$ cat config.mk
export PLATFORM = sky130hd
export DESIGN_NAME = i2c_task_scheduler_flat
export DESIGN_NICKNAME = d
export VERILOG_FILES = /design/src/rtl/i2c_proj_pkg.sv /design/src/rtl/i2c_task_scheduler_if.sv /design/src/rtl/sched_timebase.sv /design/src/rtl/i2c_task_scheduler.sv /design/src/flat_wrapper.sv
export SDC_FILE = /design/constraint.sdc
export NUM_CORES = 1
export LEC_CHECK = 0
export CORE_ASPECT_RATIO = 1.1
export CORE_UTILIZATION = 61
export CTS_CLUSTER_SIZE = 20
export DETAILED_ROUTE_END_ITERATION = 10
export GPL_TIMING_DRIVEN = 0
export PLACE_DENSITY_LB_ADDON = 0.12
export SETUP_SLACK_MARGIN = 0.2
export SYNTH_ARGS = -nofsm -noshare
export SYNTH_HDL_FRONTEND = slang
export SYNTH_SLANG_ARGS = --single-unit
$ cat constraint.sdc
create_clock -name clk -period 2.8 [get_ports clk]
set_input_delay 0.28 -clock clk [delete_from_list [all_inputs] [get_ports clk]]
set_output_delay 0.28 -clock clk [all_outputs]
set_load 0.03 [all_outputs]
$ cat src/rtl/i2c_proj_pkg.sv
// Shared types and step codes for the project-loop sequencer.
// State codes, published step codes and the step mapping helper.
package i2c_proj_pkg;

    localparam int STEP_W_DEF = 8;

    typedef logic [2:0] state_t;

    localparam state_t S_IDLE  = 3'd0;
    localparam state_t S_DHT   = 3'd1;
    localparam state_t S_STORE = 3'd2;
    localparam state_t S_LCD   = 3'd3;
    localparam state_t S_WS    = 3'd4;
    localparam state_t S_ERR   = 3'd5;

    localparam logic [7:0] STEP_IDLE   = 8'h00;
    localparam logic [7:0] STEP_WS2812 = 8'h01;
    localparam logic [7:0] STEP_DHT    = 8'h02;
    localparam logic [7:0] STEP_STORE  = 8'h03;
    localparam logic [7:0] STEP_LCD    = 8'h04;
    localparam logic [7:0] STEP_ERR    = 8'hFF;

    function automatic logic [7:0] step_of(state_t s);
        logic [7:0] v;
        v = STEP_IDLE;
        case (s)
            S_DHT:   v = STEP_DHT;
            S_STORE: v = STEP_STORE;
            S_LCD:   v = STEP_LCD;
            S_WS:    v = STEP_WS2812;
            S_ERR:   v = STEP_ERR;
            default: v = STEP_IDLE;
        endcase
        return v;
    endfunction

    function automatic logic is_wait(state_t s);
        return (s == S_DHT) || (s == S_STORE) ||
               (s == S_LCD) || (s == S_WS);
    endfunction

endpackage

$ cat src/rtl/i2c_task_scheduler_if.sv
// Start/done handshake bundle between the sequencer and its task blocks.
// master = sequencer side, slave = task blocks / status consumers.
interface i2c_task_scheduler_if
    import i2c_proj_pkg::*;
#(
    parameter int STEP_W = STEP_W_DEF
);
    logic              button_req;
    logic              dht_done;
    logic              dht_err;
    logic              store_done;
    logic              lcd_done;
    logic              ws2812_done;
    logic              dht_start;
    logic              store_start;
    logic              lcd_start;
    logic              ws2812_start;
    logic [STEP_W-1:0] project_step;
    logic              busy;
    logic              timeout_flag;
    logic [3:0]        LEDR;

    modport master (
        input  button_req, dht_done, dht_err,
        input  store_done, lcd_done, ws2812_done,
        output dht_start, store_start,
        output lcd_start, ws2812_start,
        output project_step, busy,
        output timeout_flag, LEDR
    );

    modport slave (
        output button_req, dht_done, dht_err,
        output store_done, lcd_done, ws2812_done,
        input  dht_start, store_start,
        input  lcd_start, ws2812_start,
        input  project_step, busy,
        input  timeout_flag, LEDR
    );

endinterface

$ cat src/rtl/sched_timebase.sv
// Timebase for the sequencer: 1 ms prescaler, period counter, watchdog.
// o_expire is a level meaning "the period ends on the next ms tick".
module sched_timebase
    import i2c_proj_pkg::*;
#(
    parameter int CLK_HZ         = 50000000,
    parameter int PERIOD_MS      = 2000,
    parameter int TIMEOUT_CYCLES = 5000000
) (
    input  logic clk,
    input  logic rst,
    input  logic i_reload,
    input  logic i_wd_clr,
    input  logic i_wd_run,
    output logic o_ms_tick,
    output logic o_expire,
    output logic o_timeout
);

    localparam int DIV = (CLK_HZ / 1000 > 1) ? CLK_HZ / 1000 : 1;

    logic [31:0] r_pre;
    logic [31:0] r_per;
    logic [31:0] r_wd;
    logic        w_tick;
    logic        w_last;

    assign w_tick    = (r_pre == 32'(DIV - 1));
    assign w_last    = (r_per == 32'd1);
    assign o_ms_tick = w_tick;
    assign o_expire  = w_last;
    assign o_timeout = i_wd_run &&
                       (r_wd == 32'(TIMEOUT_CYCLES - 1));

    // free-running ms prescaler
    always_ff @(posedge clk or negedge rst) begin
        if (!rst)
            r_pre <= '0;
        else if (w_tick)
            r_pre <= '0;
        else
            r_pre <= r_pre + 32'd1;
    end

    // period down-counter; reloads itself on expiry so it never wraps
    always_ff @(posedge clk or negedge rst) begin
        if (!rst)
            r_per <= 32'(PERIOD_MS);
        else if (i_reload || (w_tick && w_last))
            r_per <= 32'(PERIOD_MS);
        else if (w_tick)
            r_per <= r_per - 32'd1;
    end

    // watchdog: counts cycles spent in a wait state
    always_ff @(posedge clk or negedge rst) begin
        if (!rst)
            r_wd <= '0;
        else if (i_wd_clr)
            r_wd <= '0;
        else if (i_wd_run)
            r_wd <= r_wd + 32'd1;
    end

endmodule

$ cat src/rtl/i2c_task_scheduler.sv
// Project-loop sequencer: DHT -> store -> LCD -> WS2812 with watchdog.
// Starts are registered one-cycle pulses issued on state entry.
module i2c_task_scheduler
    import i2c_proj_pkg::*;
#(
    parameter int CLK_HZ         = 50000000,
    parameter int PERIOD_MS      = 2000,
    parameter int TIMEOUT_CYCLES = 5000000,
    parameter int STEP_W         = STEP_W_DEF
) (
    input  logic                   clk,
    input  logic                   rst,
    i2c_task_scheduler_if.master   bus
);

    state_t            r_state;
    state_t            w_nxt;
    logic [STEP_W-1:0] r_step;
    logic              r_busy;
    logic              r_pend;
    logic              r_tflag;
    logic              r_dht_err;
    logic              r_toggle;
    logic              r_dht_start;
    logic              r_store_start;
    logic              r_lcd_start;
    logic              r_ws_start;

    logic              w_ms_tick;
    logic              w_expire;
    logic              w_timeout;
    logic              w_due;
    logic              w_wait;
    logic              w_trig;
    logic              w_chg;
    logic              w_reload;
    logic              w_enter_err;

    sched_timebase #(
        .CLK_HZ         (CLK_HZ),
        .PERIOD_MS      (PERIOD_MS),
        .TIMEOUT_CYCLES (TIMEOUT_CYCLES)
    ) u_tb (
        .clk       (clk),
        .rst       (rst),
        .i_reload  (w_reload),
        .i_wd_clr  (w_chg),
        .i_wd_run  (w_wait),
        .o_ms_tick (w_ms_tick),
        .o_expire  (w_expire),
        .o_timeout (w_timeout)
    );

    assign w_due       = w_ms_tick & w_expire;
    assign w_wait      = is_wait(r_state);
    assign w_trig      = w_due | bus.button_req | r_pend;
    assign w_chg       = (w_nxt != r_state);
    assign w_reload    = (r_state == S_IDLE) && w_trig;
    assign w_enter_err = (w_nxt == S_ERR) && (r_state != S_ERR);

    // next state: expected done beats a same-cycle timeout
    always_comb begin
        w_nxt = r_state;
        case (r_state)
            S_IDLE:
                if (w_trig)
                    w_nxt = S_DHT;
            S_DHT:
                if (bus.dht_done)
                    w_nxt = bus.dht_err ? S_LCD : S_STORE;
                else if (w_timeout)
                    w_nxt = S_ERR;
            S_STORE:
                if (bus.store_done)
                    w_nxt = S_LCD;
                else if (w_timeout)
                    w_nxt = S_ERR;
            S_LCD:
                if (bus.lcd_done)
                    w_nxt = S_WS;
                else if (w_timeout)
                    w_nxt = S_ERR;
            S_WS:
                if (bus.ws2812_done)
                    w_nxt = S_IDLE;
                else if (w_timeout)
                    w_nxt = S_ERR;
            S_ERR:
                if (bus.button_req)
                    w_nxt = S_IDLE;
            default:
                w_nxt = S_IDLE;
        endcase
    end

    // state, step code, busy and entry start pulses
    always_ff @(posedge clk or negedge rst) begin
        if (!rst) begin
            r_state       <= S_IDLE;
            r_step        <= '0;
            r_busy        <= 1'b0;
            r_dht_start   <= 1'b0;
            r_store_start <= 1'b0;
            r_lcd_start   <= 1'b0;
            r_ws_start    <= 1'b0;
        end else begin
            r_state       <= w_nxt;
            r_step        <= STEP_W'(step_of(w_nxt));
            r_busy        <= is_wait(w_nxt);
            r_dht_start   <= w_chg && (w_nxt == S_DHT);
            r_store_start <= w_chg && (w_nxt == S_STORE);
            r_lcd_start   <= w_chg && (w_nxt == S_LCD);
            r_ws_start    <= w_chg && (w_nxt == S_WS);
        end
    end

    // status flags: DHT error, completion toggle, sticky timeout
    always_ff @(posedge clk or negedge rst) begin
        if (!rst) begin
            r_dht_err <= 1'b0;
            r_toggle  <= 1'b0;
            r_tflag   <= 1'b0;
        end else begin
            if ((r_state == S_DHT) && bus.dht_done)
                r_dht_err <= bus.dht_err;
            if ((r_state == S_WS) && bus.ws2812_done)
                r_toggle <= ~r_toggle;
            if (w_enter_err)
                r_tflag <= 1'b1;
            else if ((r_state == S_ERR) && bus.button_req)
                r_tflag <= 1'b0;
        end
    end

    // 1-deep request queue; an aborted cycle drops what was queued
    always_ff @(posedge clk or negedge rst) begin
        if (!rst)
            r_pend <= 1'b0;
        else if (w_enter_err || w_reload)
            r_pend <= 1'b0;
        else if (w_wait && (bus.button_req || w_due))
            r_pend <= 1'b1;
    end

    assign bus.dht_start    = r_dht_start;
    assign bus.store_start  = r_store_start;
    assign bus.lcd_start    = r_lcd_start;
    assign bus.ws2812_start = r_ws_start;
    assign bus.project_step = r_step;
    assign bus.busy         = r_busy;
    assign bus.timeout_flag = r_tflag;
    assign bus.LEDR         = {r_tflag, r_toggle, r_dht_err, r_busy};

endmodule

$ cat src/flat_wrapper.sv
// flat-port wrapper written by rule: the top's interface ports become plain ports
module i2c_task_scheduler_flat import i2c_proj_pkg::*;
#(
    parameter int CLK_HZ         = 50000000,
    parameter int PERIOD_MS      = 2000,
    parameter int TIMEOUT_CYCLES = 5000000,
    parameter int STEP_W         = STEP_W_DEF
)
  (clk, rst, bus_button_req, bus_dht_done, bus_dht_err, bus_store_done, bus_lcd_done, bus_ws2812_done, bus_dht_start, bus_store_start, bus_lcd_start, bus_ws2812_start, bus_project_step, bus_busy, bus_timeout_flag, bus_LEDR);
  i2c_task_scheduler_if #(.STEP_W(STEP_W)) bus_i ();
  input  logic clk;
  input  logic rst;
  input wire logic [$bits(bus_i.button_req)-1:0] bus_button_req;
  input wire logic [$bits(bus_i.dht_done)-1:0] bus_dht_done;
  input wire logic [$bits(bus_i.dht_err)-1:0] bus_dht_err;
  input wire logic [$bits(bus_i.store_done)-1:0] bus_store_done;
  input wire logic [$bits(bus_i.lcd_done)-1:0] bus_lcd_done;
  input wire logic [$bits(bus_i.ws2812_done)-1:0] bus_ws2812_done;
  output wire logic [$bits(bus_i.dht_start)-1:0] bus_dht_start;
  output wire logic [$bits(bus_i.store_start)-1:0] bus_store_start;
  output wire logic [$bits(bus_i.lcd_start)-1:0] bus_lcd_start;
  output wire logic [$bits(bus_i.ws2812_start)-1:0] bus_ws2812_start;
  output wire logic [$bits(bus_i.project_step)-1:0] bus_project_step;
  output wire logic [$bits(bus_i.busy)-1:0] bus_busy;
  output wire logic [$bits(bus_i.timeout_flag)-1:0] bus_timeout_flag;
  output wire logic [$bits(bus_i.LEDR)-1:0] bus_LEDR;
  assign bus_i.button_req = bus_button_req;
  assign bus_i.dht_done = bus_dht_done;
  assign bus_i.dht_err = bus_dht_err;
  assign bus_i.store_done = bus_store_done;
  assign bus_i.lcd_done = bus_lcd_done;
  assign bus_i.ws2812_done = bus_ws2812_done;
  assign bus_dht_start = bus_i.dht_start;
  assign bus_store_start = bus_i.store_start;
  assign bus_lcd_start = bus_i.lcd_start;
  assign bus_ws2812_start = bus_i.ws2812_start;
  assign bus_project_step = bus_i.project_step;
  assign bus_busy = bus_i.busy;
  assign bus_timeout_flag = bus_i.timeout_flag;
  assign bus_LEDR = bus_i.LEDR;
  i2c_task_scheduler #(.CLK_HZ(CLK_HZ), .PERIOD_MS(PERIOD_MS), .TIMEOUT_CYCLES(TIMEOUT_CYCLES), .STEP_W(STEP_W)) u_core (.clk(clk), .rst(rst), .bus(bus_i));
endmodule
==> flow_summary.yaml <==
placement:
  place.gp.congestion: 0.814
  io_buffers: 25
  placed_area_mm2: 0.00612
  place_ws_ps: 159
  place_hpwl_mm: 8.16
power_and_ir_drop:
  clockPowerShare: 0.212
  pwr-share-comb: 0.366
  p_int_uw: 2690
  p_per_area_mw_per_mm2: 678
  p_leak_uw: 0.00279
  pwr-share-seq: 0.422
  p_sw_uw: 1640
  power_uw: 4330
  swShare: 0.380
  peakVddDrop_uv: 518
layout:
  fill_cells: 669
  fin_nets: 619
  final_common_cell: "dfrtp_1"
  multi_input_area_mm2: 0.00274
  regArea_mm2: 0.00281
  antenna_cells: 0
  syn_to_final_growth_pct: 12.1
  drive_above_1_share: 0.114
  fin_area_mm2: 0.00639
  final_cell_mix: "106 x dfrtp_1, 90 x nor2_1, 65 x xor2_1, 41 x nand2_1, 32 x nand3_1"
  final_core_util: 0.713
floorplan:
  core.rowCount: 36
  core_mm2: 0.00896
  ios: 26
  die_h_um: 103
  dieArea_mm2: 0.00973
  initial_utilization: 0.636
  fp.dieW_um: 94.2
timing:
  clock_skew_ps: 13.6
  finalSetupViolCount: 0
  slew_headroom: 0.276
  max_slew.worst_pin.slew_ps: 1080
  finalHoldViolations: 0
  rsz0062_at_grt: "yes"
  drv_slew: 0
  max_freq_ghz: 0.409
  period_minus_slack_ps: 2440
  fin_ws_ps: 356
  fin_crit_sh: 0.873
  fin_setup_tns_ps: 0
global_route:
  grt_max_degree: 61
  grt_pass1_wl_mm: 19.8
  grt_use_total: 0.263
  grt_pass1_vias: 4326
  antenna_found_initial: 0
  overflow: 0
synthesis:
  synth.avg_cell_area_um2: 10.1
  synthArstFlopShare: 1.00
  syn_nets: 576
  synth_cell_types: 54
  ys_warn_count: 0
  synth_cells: 564
  synth_edf_count: 0
  ys_seq_area_frac: 0.493
  syn_area_mm2: 0.00570
  synth_flop_cell: "dfrtp_1"
  synth-seq-cells: 112
clock_tree:
  clk_pin_slew_ps: 110
  clk_latency_ps: 370
  clock_sinks: 112
  numCtsBuffers: 9
  htreeDepth: 3
  cts.path.max_buffers: 2
  cts_tree: "built"
  cts_root_buf: "clkbuf_8"
critical_path:
  worstReg2RegEnd: "u_core.u_tb.r_wd[7]$_DFFE_PN0P_"
  reg2reg_from: "u_core.u_tb.r_per[27]$_DFFE_PN0P_"
  r2r_cells: 7
  critPathMaxFanout: 10
  critPathArrivalTime_ps: 2710
  startpoint_type: "flop"
  critPathKind: "reg -> reg"
  worst-r2r-setup-slack_ps: 360
  cp.required_ps: 3070
  critPathCaptureType: "flop"
min_path:
  min_from: "u_core.r_toggle$_DFFE_PN0P_"
  hold_path_end: "u_core.r_toggle$_DFFE_PN0P_"
  timing.hold.worst.class: "reg -> reg"
  whs_path_depth: 1
detailed_routing:
  wl_per_cell_um: 16.1
  dr.pass1.iters: 8
  ant_nets: 0
  vias: 4303
  drt_iter0_markers: 193
  avgViaCountPerCell: 5.93
  drc: 0
  wl_mm: 11.7
status:
  status: "complete, no violations"
run:
  drv_cap: 0
## per-layer routing
metal / global-route usage / wire (um) / vias to the layer above
li1: - / - / 2032
met3: 0.0453 / 386 / 23
met5: 0 / 0 / -
met1: 0.341 / 5140 / 2143
met2: 0.445 / 5950 / 105
met4: 0.0982 / 185 / 0
## cell type report
| cell class | count | share of cell area |
|---|---|---|
| Multi-Input combinational cell | 420 | 0.429 |
| Sequential cell | 112 | 0.440 |
| Buffer | 22 | 0.0231 |
| Clock buffer | 9 | 0.0194 |
| Clock inverter | 7 | 0.00960 |
| Tap cell | 114 | 0.0223 |
| Timing Repair Buffer | 32 | 0.0505 |
| Inverter | 10 | 0.00588 |
## cell usage after synthesis, types with 2 or more instances
| library cell | number | share of area |
|---|---|---|
| nand2_1 | 41 | 0.027 |
| inv_1 | 10 | 0.0066 |
| dfstp_2 | 6 | 0.028 |
| or3_1 | 4 | 0.0044 |
| nor2_1 | 90 | 0.059 |
| nor4b_1 | 2 | 0.0031 |
| or4_1 | 2 | 0.0026 |
| and2_1 | 4 | 0.0044 |
| ha_1 | 4 | 0.0088 |
| buf_4 | 10 | 0.013 |
| a21oi_1 | 11 | 0.0097 |
| o21ai_0 | 7 | 0.0061 |
| nand2b_1 | 4 | 0.0044 |
| xor2_1 | 65 | 0.10 |
| nand3_1 | 32 | 0.028 |
| nand3b_1 | 6 | 0.0079 |
| nor4_1 | 11 | 0.012 |
| o211ai_1 | 2 | 0.0026 |
| clkbuf_1 | 6 | 0.0040 |
| and3_1 | 13 | 0.014 |
| mux2_2 | 2 | 0.0040 |
| nor4_2 | 2 | 0.0044 |
| xnor2_1 | 27 | 0.042 |
| a31oi_1 | 2 | 0.0022 |
| buf_2 | 2 | 0.0018 |
| buf_6 | 3 | 0.0059 |
| nand4_1 | 27 | 0.030 |
| nor2b_1 | 7 | 0.0077 |
| dfrtp_1 | 106 | 0.47 |
| and4_1 | 9 | 0.014 |
| nand4b_1 | 7 | 0.011 |
| a21boi_0 | 2 | 0.0026 |
| nor3_1 | 11 | 0.0097 |
| or3b_2 | 2 | 0.0031 |
| nor4_4 | 2 | 0.0075 |
| nor3_2 | 3 | 0.0053 |
| o21ai_2 | 3 | 0.0046 |
## through the flow
step | cells | hold slack, ps
3_3_place_gp | 703 | 439
2_1_floorplan | 564 | -15.6
5_1_grt | 726 | 498
4_1_cts | 721 | 470
6_report | 726 | 474
3_5_place_dp | 704 | 361
## worst max-delay path, stage by stage, from the launching register on
cell      delay [ps]
dfrtp_1          410
nor4_1           470
nand4b_1         230
nor4_4           420
a21oi_2          220
a41oi_4          330
buf_6            190
nor2_1            60
## cell families (layout without fill, tap and decap cells)
kind of cell,count (synthesis),after routing,share of synthesized area
muxes,2,2,0.00395
DFF,112,112,0.493
adders and majority gates,4,4,0.00878
and+or+nand+nor,287,287,0.277
xor gates and xnor gates,92,92,0.141
AOI/OAI and AO/OA,35,35,0.0437
buffers and inverters,32,80,0.0323
## power by group through the flow
stage               logic [uW]  clock network, uW  registers [uW]
CTS                       1590                938            1830
detailed placement        1580                  0            1860
finish                    1590                917            1830
floorplan                  991                  0            1940
global placement          1540                  0            1860
global route              1730               1010            1850
## worst max path at each step
stage / start / cells past startpoint / to / slack [ps]
final: u_core.u_tb.r_per[27]$_DFFE_PN0P_ / 7 / u_core.u_tb.r_wd[7]$_DFFE_PN0P_ / 360
after global routing: u_core.u_tb.r_per[27]$_DFFE_PN0P_ / 6 / u_core.r_pend$_DFFE_PN0P_ / 200
after CTS: u_core.u_tb.r_pre[23]$_DFF_PN0_ / 6 / u_core.u_tb.r_per[16]$_DFFE_PN0P_ / 210
after detailed placement: u_core.u_tb.r_pre[4]$_DFF_PN0_ / 7 / u_core.u_tb.r_per[29]$_DFFE_PN0P_ / 160
after global placement: rst / 1 / u_core.u_tb.r_wd[25]$_DFFE_PN0P_ / -2660
after floorplan: u_core.u_tb.r_per[14]$_DFFE_PN0P_ / 7 / u_core.u_tb.r_wd[14]$_DFFE_PN0P_ / 700
## state kept, by name, summed over array words and instances, names as in the netlist
| register | cells |
|---|---|
| u_core.u_tb.r_per | 32 |
| u_core.r_state | 3 |
| u_core.bus.lcd_start | 1 |
| u_core.bus.dht_start | 1 |
| u_core.u_tb.r_wd | 32 |
| u_core.bus.project_step | 4 |
| u_core.r_toggle | 1 |
| u_core.bus.timeout_flag | 1 |
| u_core.u_tb.r_pre | 32 |
| u_core.r_pend | 1 |
| u_core.bus.ws2812_start | 1 |
| u_core.r_dht_err | 1 |
| u_core.bus.store_start | 1 |
| u_core.bus.busy | 1 |
## timing repair
| action | in CTS | in global routing |
|---|---|---|
| resized for setup | 1 | 6 |
| hold buffers | 1 | 0 |
| setup buffers | 0 | 5 |
| pin swaps | 0 | 3 |
| endpoints found under the setup margin | 2 | 61 |
| hold endpoints to repair | 48 | 0 |
Note: power is estimated with default switching activity, not from simulation.
